### config.mk
export PLATFORM = sky130hd
export DESIGN_NAME = muxn_pipe
export DESIGN_NICKNAME = d
export VERILOG_FILES = /design/src/rtl/muxn_pipe.sv
export SDC_FILE = /design/constraint.sdc
export NUM_CORES = 1
export LEC_CHECK = 0
export CAP_MARGIN = 0
export CORE_MARGIN = 1.5
export CORE_UTILIZATION = 32
export CTS_BUF_LIST = sky130_fd_sc_hd__clkbuf_8
export CTS_CLUSTER_SIZE = 10
export DETAILED_ROUTE_END_ITERATION = 16
export GPL_TIMING_DRIVEN = 0
export PLACE_DENSITY = 0.86
export SLEW_MARGIN = 10
export SYNTH_ARGS = -nofsm -noshare
export SYNTH_HDL_FRONTEND = slang
export SYNTH_SLANG_ARGS = --single-unit
export TNS_END_PERCENT = 100
### constraint.sdc
create_clock -name clk -period 3.2 [get_ports clk]
set_input_delay 0.64 -clock clk [delete_from_list [all_inputs] [get_ports clk]]
set_output_delay 0.64 -clock clk [all_outputs]
set_load 0.01 [all_outputs]
### src/rtl/muxn_pipe.sv
// muxn_pipe: N-input W-bit registered selector with valid/ready handshake, flush and select-range flag.
// Optional MUXN_PIPE_SKID_EN adds a skid entry and a registered in_ready. Revision 1.0.
`default_nettype none

module muxn_pipe #(
   parameter int MUX_BIT_WIDTH = 8,
   parameter int NUM_INPUTS    = 4,
   parameter int SEL_WIDTH     = $clog2(NUM_INPUTS)
) (
   input  logic                                clk,
   input  logic                                rst,
   input  logic [NUM_INPUTS*MUX_BIT_WIDTH-1:0] data_in,
   input  logic [SEL_WIDTH-1:0]                sel,
   input  logic                                in_valid,
   output logic                                in_ready,
   input  logic                                flush,
   output logic [MUX_BIT_WIDTH-1:0]            data_out,
   output logic                                out_valid,
   input  logic                                out_ready,
   output logic                                sel_err
);

   // One extra bit so NUM_INPUTS itself is representable for the range compare.
   localparam logic [SEL_WIDTH:0] c_num_inputs = NUM_INPUTS[SEL_WIDTH:0];

   logic                     accept;
   logic                     transfer;
   logic [MUX_BIT_WIDTH-1:0] sel_data;
   logic                     sel_oor;

   logic                     main_valid_q, main_valid_d;
   logic [MUX_BIT_WIDTH-1:0] main_data_q, main_data_d;
   logic                     main_err_q, main_err_d;

   // Out-of-range selects fall through the loop and capture zero.
   always_comb begin
      sel_data = '0;
      for (int k = 0; k < NUM_INPUTS; k++) begin
         if ({1'b0, sel} == k[SEL_WIDTH:0]) begin
            sel_data = data_in[k*MUX_BIT_WIDTH +: MUX_BIT_WIDTH];
         end
      end
   end

   assign sel_oor  = ({1'b0, sel} >= c_num_inputs);
   assign accept   = in_valid & in_ready & ~flush;
   assign transfer = main_valid_q & out_ready;

   assign data_out  = main_data_q;
   assign out_valid = main_valid_q;
   assign sel_err   = main_err_q;

`ifdef MUXN_PIPE_SKID_EN

   logic                     skid_valid_q, skid_valid_d;
   logic [MUX_BIT_WIDTH-1:0] skid_data_q, skid_data_d;
   logic                     skid_err_q, skid_err_d;
   logic                     in_ready_q, in_ready_d;

   assign in_ready = in_ready_q;

   // A beat can only be accepted while skid is empty, so skid never
   // needs to load and drain on the same edge.
   always_comb begin
      main_valid_d = main_valid_q;
      main_data_d  = main_data_q;
      main_err_d   = main_err_q;
      skid_valid_d = skid_valid_q;
      skid_data_d  = skid_data_q;
      skid_err_d   = skid_err_q;
      if (flush) begin
         main_valid_d = 1'b0;
         skid_valid_d = 1'b0;
      end else if (transfer) begin
         if (skid_valid_q) begin
            main_data_d  = skid_data_q;
            main_err_d   = skid_err_q;
            skid_valid_d = 1'b0;
         end else if (accept) begin
            main_data_d = sel_data;
            main_err_d  = sel_oor;
         end else begin
            main_valid_d = 1'b0;
         end
      end else if (accept) begin
         if (main_valid_q) begin
            skid_valid_d = 1'b1;
            skid_data_d  = sel_data;
            skid_err_d   = sel_oor;
         end else begin
            main_valid_d = 1'b1;
            main_data_d  = sel_data;
            main_err_d   = sel_oor;
         end
      end
      in_ready_d = ~skid_valid_d;
   end

   always_ff @(posedge clk) begin
      if (rst) begin
         main_valid_q <= 1'b0;
         main_data_q  <= '0;
         main_err_q   <= 1'b0;
         skid_valid_q <= 1'b0;
         skid_data_q  <= '0;
         skid_err_q   <= 1'b0;
         in_ready_q   <= 1'b1;
      end else begin
         main_valid_q <= main_valid_d;
         main_data_q  <= main_data_d;
         main_err_q   <= main_err_d;
         skid_valid_q <= skid_valid_d;
         skid_data_q  <= skid_data_d;
         skid_err_q   <= skid_err_d;
         in_ready_q   <= in_ready_d;
      end
   end

`else

   assign in_ready = ~main_valid_q | out_ready;

   always_comb begin
      main_valid_d = main_valid_q;
      main_data_d  = main_data_q;
      main_err_d   = main_err_q;
      if (flush) begin
         main_valid_d = 1'b0;
      end else if (accept) begin
         main_valid_d = 1'b1;
         main_data_d  = sel_data;
         main_err_d   = sel_oor;
      end else if (transfer) begin
         main_valid_d = 1'b0;
      end
   end

   always_ff @(posedge clk) begin
      if (rst) begin
         main_valid_q <= 1'b0;
         main_data_q  <= '0;
         main_err_q   <= 1'b0;
      end else begin
         main_valid_q <= main_valid_d;
         main_data_q  <= main_data_d;
         main_err_q   <= main_err_d;
      end
   end

`endif

endmodule

`default_nettype wire
==> results.cfg <==
[status]
status = completed

[pwr]
clkPwrFrac = 0.358
peakVddDrop_v = 0.000206
leakagePower_uw = 0.000401
switching_share = 0.201
internal_power_uw = 275
p_sw_uw = 69.4
powerDensity_mw_per_mm2 = 334
p_seq_frac = 0.356
power.total_uw = 345
comb_power_share = 0.285

[routing]
drt_iter0_drc = 8
firstDrtPassIters = 4
wl_per_cell_um = 13.3
ant_nets = 0
drt-total-wl_um = 1370
drc = 0
viasPerCell = 4.97
num_vias = 512

[final_layout]
stdcell_count = 103
area_growth_pct = 104
layout_commonest_cell = clkdlybuf4s50_1
multi_input_area_um2 = 292
diodes = 0
nFillCells = 122
finalNetCount = 127
drive_gt1_frac = 0.161
register_area_um2 = 180
most-common-layout-cells = 46 x clkdlybuf4s50_1, 9 x dfxtp_1, 8 x mux4_2, 8 x a22o_1
final_cell_area_mm2 = 0.00103

[floorplanning]
start_util = 0.339
die_w_um = 42.7
coreArea_mm2 = 0.00149
io_pins = 50
die_h_um = 42.7
die-area_mm2 = 0.00183
rows = 14

[timing]
hold_violations = 0
setup_viol = 0
slew_violations = 0
period_minus_slack_ns = 2.39
clock_skew_ns = 0.00159
fmax_ghz = 0.419
rsz0062_at_grt = false
timing.setup.tns_ns = 0
whs_ns = 0.464
period_share = 0.746
max_slew_margin = 0.534
worst_pin_slew_ns = 0.695

[yosys]
syn_nets = 76
avgSynthCellArea_um2 = 13.7
synth-simple-area-share = 0.0470
synth_cells = 37
syn_area_um2 = 505
yosys.area_share.adder = 0
yosys.cell_types.count = 13
yosys.area_share.xor_xnor = 0
synthMuxAreaShare = 0.356
synth_compound_area_frac = 0.166
yosysSeqAreaShare = 0.356
ys_ff_latch = 9
synth_top_family_by_area = multiplexers
yosys_warnings = 0

[worst_setup_path]
crit_arrival_ns = 1.75
cp_top_family = buffers and inverters
critical_path_class = input port to output port
crit_required_ns = 2.56
cpMaxStageDelayCell = clkdlybuf4s50_1
r2r_start = out_valid$_SDFFE_PP0P_
cpMostUsedCell = clkdlybuf4s50_1
end_kind = output port
crit_start = out_ready
r2r_setup_slack_ns = 1.91
path_buf_inv = 2
cp-start-kind = input port
path_cells = clkdlybuf4s50_1 > nand2b_4 > clkdlybuf4s50_1
slowest_delay_ns = 0.53
crit_fanout = 4

[global_routing]
antenna_found_initial = 0
grt_pass1_wl_um = 2250
grt_pass1_vias = 543
grt_start_max_net_pins = 9
globalRouteOverflowTotal = 0
grt_usage = 0.167

[clock_tree]
ctsResizeCount = 0
cts_root_buf = clkbuf_8
cts_setup_buffers = 0
cts_max_level = 1
cts_made_buffers = 3
cts.sinks = 9
cts_buffer_depth = 2
path_clk_slew_ns = 0.04
cts_tree = yes
insertion_delay_ns = 0.23
cts-hold-fix-buffers = 0

[place]
routabilityCongestion = 0.658
portBuffers = 46
dp_hpwl_um = 1240
place_inst = 99
place_area_um2 = 986

[hold_path]
min-delay-start = data_out[5]$_SDFFE_PP0P_
hp-class = flip-flop to flip-flop

[run]
maxCapViolations = 0
[state kept, by name, summed over array words and instances, names as in the netlist]
register	flops
data_out	8
out_valid	1
[synthesized netlist by cell type]
| master | count | area, µm² |
|---|---|---|
| dfxtp_1 | 9 | 180 |
| nand2b_4 | 1 | 13.8 |
| a31oi_1 | 1 | 6.26 |
| conb_1 | 1 | 3.75 |
| nor2_1 | 1 | 3.75 |
| and3_1 | 1 | 6.26 |
| inv_1 | 2 | 7.51 |
| a22o_1 | 8 | 70.1 |
| buf_6 | 1 | 11.3 |
| mux4_2 | 8 | 180 |
| buf_4 | 1 | 7.51 |
| buf_1 | 2 | 7.51 |
| a21boi_0 | 1 | 7.51 |
[cell families after synthesis]
group / after synthesis
other: 1
and+or+nand+nor: 3
muxes: 8
buffers and inverters: 6
DFF: 9
AOI/OAI and AO/OA: 10
[metal layers]
layer | GRT usage | vias up | part of all wire
li1 | - | 247 | -
met1 | 0.177 | 237 | 0.36
met2 | 0.303 | 28 | 0.57
met3 | 0.0553 | 0 | 0.075
met4 | 0.0563 | 0 | 0
met5 | 0 | - | 0
[layout make-up]
type / count / share of cell area
Buffer: 4 / 0.0255
Clock buffer: 3 / 0.0400
Clock inverter: 1 / 0.00364
Inverter: 2 / 0.00728
Multi-Input combinational cell: 22 / 0.283
Sequential cell: 9 / 0.175
Tap cell: 16 / 0.0194
Timing Repair Buffer: 46 / 0.447
[power by group through the flow]
stage                     sequential [µW]  combinational [µW]  clock, µW
after detailed placement              125                99.0          0
after CTS                             123                99.3        128
after global routing                  123                 106        133
final                                 123                98.4        123
after global placement                125                96.7          0
after floorplan                       127                34.6          0
[worst paths after layout]
check / to / cells past startpoint
max reg2reg: data_out[7]$_SDFFE_PP0P_ / 3
min: data_out[5]$_SDFFE_PP0P_ / 1
min reg2reg: data_out[5]$_SDFFE_PP0P_ / 1
max: in_ready / 3
[through the flow]
step                utilization  worst slack [ns]
CTS                       0.692             0.808
global route              0.692             0.776
floorplan                     -              1.60
finish                    0.692             0.813
detailed placement        0.662             0.802
global placement          0.662             0.819
Note: power is estimated with default switching activity, not from simulation.
